### src/rtl/lsu_pkg.sv
// Shared types and helpers for the load/store unit.
// Latency: n/a (constants, enum and pure functions only).
// Backpressure: n/a.
// Contents: funct3 encodings, idle memory control code, FSM state enum,
//   access-size and alignment helpers.
package lsu_pkg;

  // RISC-V load/store funct3 encodings; the memory's dm_ctrl uses the same codes.
  localparam logic [2:0] F3_B  = 3'b000;
  localparam logic [2:0] F3_H  = 3'b001;
  localparam logic [2:0] F3_W  = 3'b010;
  localparam logic [2:0] F3_BU = 3'b100;
  localparam logic [2:0] F3_HU = 3'b101;

  // dm_ctrl code meaning "no read or write action" in the memory.
  localparam logic [2:0] DM_CTRL_IDLE = 3'b111;

  typedef enum logic [2:0] {
    IDLE,
    ACC0,
    ACC1,
    STB,
    RESP
  } lsu_state_t;

  // Access size in bytes from funct3[1:0]; an illegal code reports 4 but is
  // rejected separately by f3_legal.
  function automatic logic [2:0] size_of(input logic [2:0] funct3);
    case (funct3[1:0])
      2'b00:   size_of = 3'd1;
      2'b01:   size_of = 3'd2;
      default: size_of = 3'd4;
    endcase
  endfunction

  function automatic logic f3_legal(input logic [2:0] funct3);
    case (funct3)
      F3_B, F3_H, F3_W, F3_BU, F3_HU: f3_legal = 1'b1;
      default:                        f3_legal = 1'b0;
    endcase
  endfunction

  // Half needs addr[0]=0, word needs addr[1:0]=0; bytes are always aligned.
  function automatic logic is_misaligned(input logic [1:0] addr_lo, input logic [2:0] size);
    is_misaligned = ((size == 3'd4) && (addr_lo != 2'b00)) ||
                    ((size == 3'd2) && addr_lo[0]);
  endfunction

endpackage

### src/rtl/load_store_unit_if.sv
// Core-side request/response handshake of the load/store unit.
// Latency: n/a (signal bundle only).
// Backpressure: req_valid/req_ready for requests, rsp_valid/rsp_ready for responses.
// master: the core (drives request fields and rsp_ready).
// slave:  the load/store unit (drives req_ready and response fields).
interface load_store_unit_if;
  logic        req_valid;
  logic        req_ready;
  logic        req_we;
  logic [2:0]  req_funct3;
  logic [31:0] req_addr;
  logic [31:0] req_wdata;
  logic        rsp_valid;
  logic        rsp_ready;
  logic [31:0] rsp_rdata;
  logic        rsp_err;

  modport master (
    output req_valid, req_we, req_funct3, req_addr, req_wdata, rsp_ready,
    input  req_ready, rsp_valid, rsp_rdata, rsp_err
  );

  modport slave (
    input  req_valid, req_we, req_funct3, req_addr, req_wdata, rsp_ready,
    output req_ready, rsp_valid, rsp_rdata, rsp_err
  );
endinterface

### src/rtl/lsu_align.sv
// Load result formatter: shifts a two-word window down by the byte offset,
//   keeps the low 1/2/4 bytes and sign/zero extends them per funct3.
// Latency: combinational. Backpressure: none.
// Ports: window = {word1, word0}, offset = addr[1:0], funct3 = load type, data = result.
module lsu_align
  import lsu_pkg::*;
(
  input  logic [63:0] window,
  input  logic [1:0]  offset,
  input  logic [2:0]  funct3,
  output logic [31:0] data
);

  logic [31:0] shifted;
  logic        sign_ext;

  always_comb begin
    shifted  = 32'(window >> {offset, 3'b000});
    // funct3[2] marks the unsigned loads (BU/HU).
    sign_ext = ~funct3[2];
    case (size_of(funct3))
      3'd1:    data = {{24{sign_ext & shifted[7]}}, shifted[7:0]};
      3'd2:    data = {{16{sign_ext & shifted[15]}}, shifted[15:0]};
      default: data = shifted;
    endcase
  end

endmodule

### src/rtl/load_store_unit.sv
// Load/store unit between the core and a byte-addressed data memory with a
//   combinational read port; splits misaligned accesses, faults illegal ones.
// Latency (accept -> rsp_valid): aligned 2, misaligned load 3, misaligned
//   store of n bytes n+1, fault 1. Backpressure: one request in flight,
//   req_ready only in IDLE; the response is held until rsp_ready.
// Ports: clk, rst (sync, active high); core = request/response handshake
//   (slave side); dm_* = memory address/write_data/write_enable/dm_ctrl
//   outputs and the memory's read_data input.
module load_store_unit
  import lsu_pkg::*;
#(
  parameter int unsigned MEM_BYTES        = 256,
  parameter bit          SPLIT_MISALIGNED = 1'b1
) (
  input  logic             clk,
  input  logic             rst,
  load_store_unit_if.slave core,
  output logic [31:0]      dm_address,
  output logic [31:0]      dm_write_data,
  output logic             dm_write_enable,
  output logic [2:0]       dm_ctrl,
  input  logic [31:0]      dm_read_data
);

  lsu_state_t  state;

  // Latched request.
  logic        we_q;
  logic [2:0]  f3_q;
  logic [31:0] addr_q;
  logic [31:0] wdata_q;
  logic        mis_q;
  logic [31:0] word0_q;
  logic [1:0]  byte_idx;

  // Request decode, evaluated against the live request in IDLE.
  logic        accept;
  logic [2:0]  req_size;
  logic [32:0] req_last;
  logic        req_mis;
  logic        req_fault;

  always_comb begin
    accept    = core.req_valid && core.req_ready;
    req_size  = size_of(core.req_funct3);
    // 33-bit sum so an address near 2^32 cannot wrap back into range.
    req_last  = {1'b0, core.req_addr} + {30'd0, req_size} - 33'd1;
    req_mis   = is_misaligned(core.req_addr[1:0], req_size);
    req_fault = !f3_legal(core.req_funct3) ||
                (core.req_we && core.req_funct3[2]) ||
                (req_last >= 33'(MEM_BYTES)) ||
                (req_mis && !SPLIT_MISALIGNED);
  end

  // Split-store byte walk.
  logic [1:0] byte_nxt;
  logic [1:0] byte_last;

  assign byte_nxt  = byte_idx + 2'd1;
  assign byte_last = 2'(size_of(f3_q) - 3'd1);

  // Aligned loads pass the memory's already-formatted result through the
  // formatter at offset 0 (a no-op for correctly extended data); the second
  // word of a split load supplies the upper half of the window.
  logic [63:0] align_window;
  logic [1:0]  align_offset;
  logic [31:0] align_data;

  always_comb begin
    if (state == ACC1) begin
      align_window = {dm_read_data, word0_q};
      align_offset = addr_q[1:0];
    end else begin
      align_window = {32'h0, dm_read_data};
      align_offset = 2'b00;
    end
  end

  lsu_align u_align (
    .window (align_window),
    .offset (align_offset),
    .funct3 (f3_q),
    .data   (align_data)
  );

  always_ff @(posedge clk) begin
    if (rst) begin
      state           <= IDLE;
      core.req_ready  <= 1'b1;
      core.rsp_valid  <= 1'b0;
      core.rsp_rdata  <= 32'h0;
      core.rsp_err    <= 1'b0;
      dm_address      <= 32'h0;
      dm_write_data   <= 32'h0;
      dm_write_enable <= 1'b0;
      dm_ctrl         <= DM_CTRL_IDLE;
      we_q            <= 1'b0;
      f3_q            <= 3'b000;
      addr_q          <= 32'h0;
      wdata_q         <= 32'h0;
      mis_q           <= 1'b0;
      word0_q         <= 32'h0;
      byte_idx        <= 2'd0;
    end else begin
      case (state)
        IDLE: begin
          if (accept) begin
            we_q           <= core.req_we;
            f3_q           <= core.req_funct3;
            addr_q         <= core.req_addr;
            wdata_q        <= core.req_wdata;
            mis_q          <= req_mis;
            byte_idx       <= 2'd0;
            core.req_ready <= 1'b0;
            core.rsp_rdata <= 32'h0;
            core.rsp_err   <= req_fault;
            if (req_fault) begin
              // Memory outputs stay idle: a fault never reaches the memory.
              state          <= RESP;
              core.rsp_valid <= 1'b1;
            end else if (req_mis && core.req_we) begin
              state           <= STB;
              dm_address      <= core.req_addr;
              dm_write_data   <= core.req_wdata;
              dm_write_enable <= 1'b1;
              dm_ctrl         <= F3_B;
            end else if (req_mis) begin
              state         <= ACC0;
              dm_address    <= {core.req_addr[31:2], 2'b00};
              dm_write_data <= 32'h0;
              dm_ctrl       <= F3_W;
            end else begin
              state           <= ACC0;
              dm_address      <= core.req_addr;
              dm_write_data   <= core.req_we ? core.req_wdata : 32'h0;
              dm_write_enable <= core.req_we;
              dm_ctrl         <= core.req_funct3;
            end
          end
        end

        ACC0: begin
          if (mis_q) begin
            // Split load: hold the first word, fetch the following one.
            state      <= ACC1;
            word0_q    <= dm_read_data;
            dm_address <= {addr_q[31:2], 2'b00} + 32'd4;
          end else begin
            state           <= RESP;
            core.rsp_valid  <= 1'b1;
            core.rsp_rdata  <= we_q ? 32'h0 : align_data;
            dm_write_enable <= 1'b0;
            dm_ctrl         <= DM_CTRL_IDLE;
          end
        end

        ACC1: begin
          state          <= RESP;
          core.rsp_valid <= 1'b1;
          core.rsp_rdata <= align_data;
          dm_ctrl        <= DM_CTRL_IDLE;
        end

        STB: begin
          // One byte per cycle; a store crossing a word boundary just keeps
          // incrementing the byte address.
          if (byte_idx == byte_last) begin
            state           <= RESP;
            core.rsp_valid  <= 1'b1;
            dm_write_enable <= 1'b0;
            dm_ctrl         <= DM_CTRL_IDLE;
          end else begin
            byte_idx      <= byte_nxt;
            dm_address    <= addr_q + {30'd0, byte_nxt};
            dm_write_data <= wdata_q >> {byte_nxt, 3'b000};
          end
        end

        RESP: begin
          // The completing handshake cycle never doubles as an accept cycle:
          // req_ready only rises on the following cycle.
          if (core.rsp_ready) begin
            state          <= IDLE;
            core.rsp_valid <= 1'b0;
            core.req_ready <= 1'b1;
          end
        end

        default: state <= IDLE;
      endcase
    end
  end

endmodule

### src/flat_wrapper.sv
// flat-port wrapper written by rule: the top's interface ports become plain ports
module load_store_unit_flat import lsu_pkg::*;
#(
  parameter int unsigned MEM_BYTES        = 256,
  parameter bit          SPLIT_MISALIGNED = 1'b1
)
  (clk, rst, dm_address, dm_write_data, dm_write_enable, dm_ctrl, dm_read_data, core_req_valid, core_req_we, core_req_funct3, core_req_addr, core_req_wdata, core_rsp_ready, core_req_ready, core_rsp_valid, core_rsp_rdata, core_rsp_err);
  load_store_unit_if core_i ();
  input  logic clk;
  input  logic rst;
  output logic [31:0] dm_address;
  output logic [31:0] dm_write_data;
  output logic dm_write_enable;
  output logic [2:0] dm_ctrl;
  input  logic [31:0] dm_read_data;
  input wire logic [$bits(core_i.req_valid)-1:0] core_req_valid;
  input wire logic [$bits(core_i.req_we)-1:0] core_req_we;
  input wire logic [$bits(core_i.req_funct3)-1:0] core_req_funct3;
  input wire logic [$bits(core_i.req_addr)-1:0] core_req_addr;
  input wire logic [$bits(core_i.req_wdata)-1:0] core_req_wdata;
  input wire logic [$bits(core_i.rsp_ready)-1:0] core_rsp_ready;
  output wire logic [$bits(core_i.req_ready)-1:0] core_req_ready;
  output wire logic [$bits(core_i.rsp_valid)-1:0] core_rsp_valid;
  output wire logic [$bits(core_i.rsp_rdata)-1:0] core_rsp_rdata;
  output wire logic [$bits(core_i.rsp_err)-1:0] core_rsp_err;
  assign core_i.req_valid = core_req_valid;
  assign core_i.req_we = core_req_we;
  assign core_i.req_funct3 = core_req_funct3;
  assign core_i.req_addr = core_req_addr;
  assign core_i.req_wdata = core_req_wdata;
  assign core_i.rsp_ready = core_rsp_ready;
  assign core_req_ready = core_i.req_ready;
  assign core_rsp_valid = core_i.rsp_valid;
  assign core_rsp_rdata = core_i.rsp_rdata;
  assign core_rsp_err = core_i.rsp_err;
  load_store_unit #(.MEM_BYTES(MEM_BYTES), .SPLIT_MISALIGNED(SPLIT_MISALIGNED)) u_core (.clk(clk), .rst(rst), .core(core_i), .dm_address(dm_address), .dm_write_data(dm_write_data), .dm_write_enable(dm_write_enable), .dm_ctrl(dm_ctrl), .dm_read_data(dm_read_data));
endmodule
### config.mk
export PLATFORM = sky130hd
export DESIGN_NAME = load_store_unit_flat
export DESIGN_NICKNAME = d
export VERILOG_FILES = /design/src/rtl/lsu_pkg.sv /design/src/rtl/load_store_unit_if.sv /design/src/rtl/lsu_align.sv /design/src/rtl/load_store_unit.sv /design/src/flat_wrapper.sv
export SDC_FILE = /design/constraint.sdc
export NUM_CORES = 1
export LEC_CHECK = 0
export ABC_AREA = 1
export BUFFER_PORTS_ARGS = -buffer_cell sky130_fd_sc_hd__buf_2
export CORE_UTILIZATION = 58
export DETAILED_ROUTE_END_ITERATION = 7
export HOLD_SLACK_MARGIN = 0.1
export PLACE_DENSITY = 0.78
export SLEW_MARGIN = 5
export SYNTH_ARGS = -nofsm -noshare
export SYNTH_HDL_FRONTEND = slang
export SYNTH_SLANG_ARGS = --single-unit
### constraint.sdc
create_clock -name clk -period 4.1 [get_ports clk]
set_input_delay 0.615 -clock clk [delete_from_list [all_inputs] [get_ports clk]]
set_output_delay 0.615 -clock clk [all_outputs]
set_load 0.01 [all_outputs]
==> results of run 1 <==
[cell families after synthesis]
logic type	after synthesis	share of synthesized area
DFF	209	0.305
adders and majority gates	39	0.0367
xor gates and xnor gates	9	0.00575
muxes	10	0.00730
AOI/OAI and AO/OA	590	0.243
and+or+nand+nor	934	0.286
buffers and inverters	399	0.116
[stage by stage]
| stage | TNS, ns | setup slack, ns | std cells | hold WS, ns |
|---|---|---|---|---|
| floorplan | 0 | 0.731 | 2190 | 0.430 |
| global placement | 0 | 0.194 | 2632 | 0.436 |
| detailed placement | -0.0808 | -0.0228 | 2632 | 0.446 |
| CTS | 0 | 0.515 | 2673 | 0.318 |
| global route | 0 | 0.152 | 2673 | 0.345 |
| finish | 0 | 0.450 | 2673 | 0.338 |
[cells in the final DEF (no fill, tap or decap), drive strengths merged, types with 5 or more instances in the layout]
master,count
xor2,8
mux2i,10
a22o,15
o31ai,11
dfxtp,209
nor3,31
buf,240
a21oi,257
a31oi,5
nand3b,6
o21bai,14
nand4,22
o221ai,25
clkbuf,29
clkinv,15
o211ai,13
a32o,9
o21ai,206
ha,37
nand2,512
inv,280
nor4,5
o22ai,16
nand3,163
nor2,191
[layout make-up]
class | count | area, sq um | area share
clock buffer | 29 | 648 | 0.0412
clock inverter | 12 | 155 | 0.00986
inverter | 288 | 1080 | 0.0687
multi-input combinational | 1582 | 7980 | 0.507
sequential | 209 | 4190 | 0.266
tap | 313 | 392 | 0.0249
timing repair buffer | 240 | 1300 | 0.0825
[routing by layer]
| metal | track usage | share of wire | vias to the layer above |
|---|---|---|---|
| li1 | - | - | 7601 |
| met1 | 0.525 | 0.42 | 7198 |
| met2 | 0.602 | 0.44 | 954 |
| met3 | 0.0581 | 0.10 | 112 |
| met4 | 0.141 | 0.032 | 0 |
| met5 | 0 | 0 | - |
[state kept, by name (all words and copies together) (netlist names)]
register / cells
u_core.core.rsp_err: 1
u_core.core.req_ready: 1
u_core.dm_address: 32
u_core.state: 3
u_core.addr_q: 32
u_core.dm_ctrl: 3
u_core.core.rsp_valid: 1
u_core.dm_write_data: 32
u_core.core.rsp_rdata: 32
u_core.mis_q: 1
u_core.byte_idx: 2
u_core.word0_q: 32
u_core.we_q: 1
u_core.f3_q: 3
u_core.wdata_q: 32
u_core.dm_write_enable: 1
[worst min path at each step]
stage | endpoint | slack [ns] | startpoint | depth (start not counted)
after floorplan | u_core.wdata_q[0] | 0.43 | u_core.wdata_q[0] | 2
after global placement | u_core.dm_ctrl[1] | 0.44 | u_core.dm_ctrl[1] | 2
after detailed placement | u_core.dm_ctrl[0] | 0.45 | u_core.dm_ctrl[0] | 2
after CTS | u_core.word0_q[19] | 0.32 | dm_read_data[19] | 3
after global routing | u_core.word0_q[21] | 0.34 | dm_read_data[21] | 3
final | u_core.word0_q[19] | 0.34 | dm_read_data[19] | 3
[Yosys cell counts, types with 3 or more instances]
library cell	instances	area share
inv_2	3	0.00082
xor2_1	8	0.0051
buf_6	11	0.0090
o211ai_1	13	0.0071
nand4_1	22	0.010
a21oi_1	257	0.094
buf_2	5	0.0018
ha_1	37	0.034
a221oi_1	4	0.0026
nand2_1	509	0.14
o21bai_1	14	0.0077
buf_1	5	0.0014
a22oi_1	3	0.0016
nor3_1	29	0.011
o2111ai_1	4	0.0026
nand3b_1	6	0.0033
clkbuf_1	89	0.024
o21ai_0	206	0.075
a31oi_1	5	0.0023
o31ai_1	11	0.0060
or2_2	3	0.0014
nand3_2	3	0.0022
a22o_1	15	0.0096
nor2_1	181	0.050
o22ai_1	16	0.0073
nand2_2	3	0.0014
mux2i_1	10	0.0073
o221ai_1	25	0.016
clkinv_1	9	0.0025
dfxtp_1	209	0.31
a32o_1	9	0.0066
nor2_2	8	0.0036
nand3_1	160	0.058
nor4_1	4	0.0018
inv_1	276	0.076
[worst reg2reg max path: stages, from the launching register on]
cell and delay, ns:
dfxtp_1 0.45, buf_4 0.25, nor2_1 0.12, nor2_1 0.18
clkinv_1 0.34, fa_1 0.54, nor2_1 0.22, nand2_1 0.12
nor2_1 0.15, inv_1 0.08, nor2_1 0.11, inv_1 0.05
nor2_1 0.22, o21ai_0 0.12, o22ai_1 0.15, o21bai_1 0.20
nand3_1 0.12, a21oi_1 0.15
[where the power goes]
group / switching, mW / leakage (nW) / internal [mW]
registers: 0.159 / 1.70 / 2.20
clock network: 0.889 / 0.397 / 1.31
logic: 1.06 / 4.94 / 0.500
==> results.ini, run 1 <==
[critical_path]
rrSetupSlack_ns = 0.46
crit_path_start = core_req_funct3[1]
worst-path-buf-inv = 5
startpoint_type = input port
path_depth = 26
worstSetupPathType = in -> reg
crit_path_end = u_core.dm_write_data[12]
slowest_delay_ns = 0.41
endpoint_kind = register
cp_top_family = simple AND/OR/NAND/NOR gates
crit_top_cell = nand2_1
cp.arrival_ns = 4.03
cp_max_fo = 32
r2r_start = u_core.byte_idx[0]
slowest_stage = nand2_2
cp_data_required_time_ns = 4.47
timing.rr.end = u_core.dm_address[12]
worstRegToRegCells = 17

[synth]
synthFlopType = dfxtp_1
ys_warn_count = 0
synth_edf_count = 0
ys_types = 49
syn_inst = 2190
ys_seq_area_frac = 0.305
ys_ff_latch = 209
async_reset_ff_frac = 0
syn-cell-area_sq_um = 13700
synth_area_per_cell_sq_um = 6.26
synth.net_count = 2333

[hold_path]
min_path_type = in -> reg

[layout]
postLayoutCellArea_sq_um = 15700
diodes = 0
drive_above_1_share = 0.133
area_growth_pct = 14.8
fill_cells = 2129
final_nets = 2487
post-route-util = 0.687

[floorplanning]
rows = 55
dieWidth_um = 156
io_pins = 207
die_height_um = 156
core_area_sq_um = 22900
dieArea_sq_um = 24300
start_util = 0.598

[route]
wirelength_um = 47200
drt_pre_antenna_iters = 6
wl_per_cell_um = 17.6
ant_nets = 0
drc = 0
num_vias = 15900
vias_per_cell = 5.94
drt_iter0_drc = 1711

[place]
place.gp.congestion = 1.01
dp_hpwl_um = 34400
postPlaceCellArea_sq_um = 14900
port_buffers = 206

[cts]
tritoncts = yes
clk_latency_ns = 0.54
clk_pin_slew_ns = 0.06
ctsHoldBuffers = 0
h-tree-depth = 1
clk_path_buf_depth = 3
postCtsSetupBuffers = 0
cts_sinks = 209
cts_resized = 0
numCtsBuffers = 23
root_buffer = clkbuf_16

[power_and_ir_drop]
p_leak_nw = 7.04
finalPower_mw = 6.12
ir_worst_vdd_v = 0.000333
powerDensity_nw_per_um2 = 389

[timing]
slew_headroom = 0.377
finClkSkew_ns = 0.0316
fin_crit_sh = 0.890
setup_violations = 0
clock.fmax_mhz = 274
period_needed_ns = 3.65
tightest_slew_ns = 0.934
hold_viol = 0
rsz0062_at_grt = false
drv_slew = 0

[flow_run]
cap_viol_max_count = 0

[global_route]
grt_usage = 0.381
grt_max_degree = 93
grt_pass1_wl_um = 74100
antenna_found_initial = 0
grt_pass1_vias = 14200
overflow = 0

[status]
status = complete, no violations

Note: power is estimated with default switching activity, not from simulation.
==> inputs of run 2 (changes only) <==
--- a/config.mk
+++ b/config.mk
@@ -10,7 +10,7 @@
 export CORE_UTILIZATION = 58
 export DETAILED_ROUTE_END_ITERATION = 7
 export HOLD_SLACK_MARGIN = 0.1
-export PLACE_DENSITY = 0.78
+export PLACE_DENSITY = 0.84
 export SLEW_MARGIN = 5
 export SYNTH_ARGS = -nofsm -noshare
 export SYNTH_HDL_FRONTEND = slang
==> results.ini, run 2 (synthesized netlist as in run 1, its figures left out) <==
[timing]
setup_violations = 0  ; unchanged
slew_headroom = 0.372  ; -0.00526
fin_setup_tns_ns = 0  ; unchanged
hold_viol = 0  ; unchanged
rsz0062_at_grt = false
whs_ns = 0.346  ; +0.00827 ns
fin_crit_sh = 0.878  ; -0.0126
clock.fmax_mhz = 278  ; +1.4%
drv_slew = 0  ; unchanged
finClkSkew_ns = 0.0147  ; -0.0169 ns
period_needed_ns = 3.60  ; -0.0518 ns
tightest_slew_ns = 0.942  ; +0.00790 ns

[layout]
diodes = 0  ; unchanged
area_growth_pct = 14.3
post-route-util = 0.684  ; -0.00273
drive_above_1_share = 0.131  ; -0.00206
fill_cells = 2061  ; -3.2%
final_common_cell = nand2_1
layout_common_cells = nand2_1, inv_1, a21oi_1, dfxtp_1
final_nets = 2490  ; +0.12%

[route]
vias_per_cell = 5.95  ; +0.26%
wl_per_cell_um = 17.6  ; -0.24%
wirelength_um = 47000  ; -0.28%
num_vias = 15900  ; +0.23%
ant_nets = 0  ; unchanged
drc = 0  ; unchanged
drt_iter0_drc = 2003  ; +17%
drt_pre_antenna_iters = 6  ; unchanged

[cts]
numCtsBuffers = 23  ; unchanged
tritoncts = yes
clk_path_buf_depth = 3  ; unchanged
root_buffer = clkbuf_16
postCtsSetupBuffers = 0  ; unchanged
clk_pin_slew_ns = 0.06  ; about the same
cts_resized = 0  ; unchanged
h-tree-depth = 1  ; unchanged
clk_latency_ns = 0.53  ; about the same
cts_sinks = 209  ; unchanged
ctsHoldBuffers = 0  ; unchanged

[global_route]
grt_usage = 0.382  ; +0.000759
grt_pass1_vias = 14300  ; +1.1%
grt_pass1_wl_um = 74100  ; about the same
grt_max_degree = 93  ; unchanged
antenna_found_initial = 1  ; +1
overflow = 0  ; unchanged

[place]
dp_hpwl_um = 34900  ; +1.4%
place.gp.congestion = 0.980  ; -2.7%
port_buffers = 206  ; unchanged

[critical_path]
timing.rr.end = u_core.dm_address[16]
worstRegToRegCells = 19  ; +2
cp_max_fo = 32  ; unchanged
endpoint_kind = register
cp.arrival_ns = 3.95  ; -0.08 ns
worstSetupPathType = in -> reg
r2r_start = u_core.byte_idx[1]
crit_top_cell = nand2_1
rrSetupSlack_ns = 0.51  ; +0.05 ns
slowest_stage = nand2_2
slowest_delay_ns = 0.40  ; about the same
startpoint_type = input port
cp_data_required_time_ns = 4.46  ; about the same

[power_and_ir_drop]
p_comb_frac = 0.266  ; +0.012
powerDensity_nw_per_um2 = 377  ; -3.0%
p_seq_frac = 0.398  ; +0.012
p_sw_mw = 2.05  ; -2.5%
clkPwrFrac = 0.336  ; -0.024
p_int_mw = 3.86  ; -3.9%
ir_worst_vdd_v = 0.000272  ; -18%
p_leak_nw = 7.00  ; -0.48%
swShare = 0.347  ; +0.00329

[status]
status = complete, no violations

[floorplanning]
dieArea_sq_um = 24300  ; unchanged
die_height_um = 156  ; unchanged
dieWidth_um = 156  ; unchanged
rows = 55  ; unchanged
start_util = 0.598  ; unchanged
io_pins = 207  ; unchanged
core_area_sq_um = 22900  ; unchanged

[flow_run]
cap_viol_max_count = 0  ; unchanged

[hold_path]
hp-start = dm_read_data[19]
min_path_type = in -> reg
holdPathEnd = u_core.word0_q[19]
hold_depth = 3  ; unchanged

-- run 2: changes by cell type in the layout (fill, tap and decap cells not counted), moves of 2 or more --
| cell | before | now |
|---|---|---|
| clkbuf_1 | 1 | 5 |
| clkinv_2 | 6 | 2 |
| buf_4 | 33 | 35 |
| bufinv_16 | 3 | 1 |
| clkbuf_8 | 5 | 3 |
-- run 2: layout make-up --
cell class,instances,area (sq um),share of cell area
multi-input cells,1582,7980,0.509
flip-flops and latches,209,4190,0.267
clock buffers,31,636,0.0405
clock inverters,6,75.1,0.00479
inverters,288,1080,0.0690
repair buffers,243,1330,0.0848
well taps,313,392,0.0250
-- run 2: worst max path at each step --
| stage | start | end | slack, ns | cells past startpoint |
|---|---|---|---|---|
| final | core_req_funct3[1] | u_core.dm_write_data[4] | 0.50 | 26 |
| after global placement | core_req_funct3[1] | u_core.dm_write_data[15] | 0.22 | 26 |
| after floorplan | core_req_funct3[1] | u_core.dm_write_data[10] | 0.73 | 27 |
| after detailed placement | core_req_funct3[1] | u_core.dm_write_data[4] | 0.03 | 26 |
| after global routing | core_req_funct3[1] | u_core.dm_write_data[17] | 0.10 | 26 |
| after CTS | core_req_funct3[1] | u_core.dm_write_data[4] | 0.55 | 26 |
-- run 2: worst max-delay path: cells and delay by family --
family / cells / cell delay (ns)
AND/OR/NAND/NOR: 17 / 1.98
adder cells (fa/ha/maj): 3 / 0.83
buffers and inverters: 5 / 0.43
AO/OA/AOI/OAI: 1 / 0.08
-- run 2: stage by stage --
stage	area [sq um]	setup slack [ns]	cells	total power, mW
3_5_place_dp	15000	0.0301	2634	3.90
2_1_floorplan	13700	0.731	2190	3.42
3_3_place_gp	15000	0.220	2634	3.87
6_report	15700	0.501	2672	5.91
5_1_grt	15700	0.102	2672	6.18
4_1_cts	15700	0.552	2671	5.86
-- run 2: routing by layer --
layer  vias up  global-route usage  routed length, um
met5         -                   0                 18
met4         2               0.132               1440
met3       118              0.0472               4610
met2       899               0.602              20700
met1      7284               0.537              20300
li1       7598                   -                  -
-- run 2: power groups by stage --
stage	Sequential, mW	Clock, mW	Combinational (mW)
2_1_floorplan	2.37	0	1.05
3_3_place_gp	2.38	0	1.48
3_5_place_dp	2.39	0	1.52
4_1_cts	2.35	1.99	1.53
5_1_grt	2.37	2.08	1.74
6_report	2.35	1.99	1.57
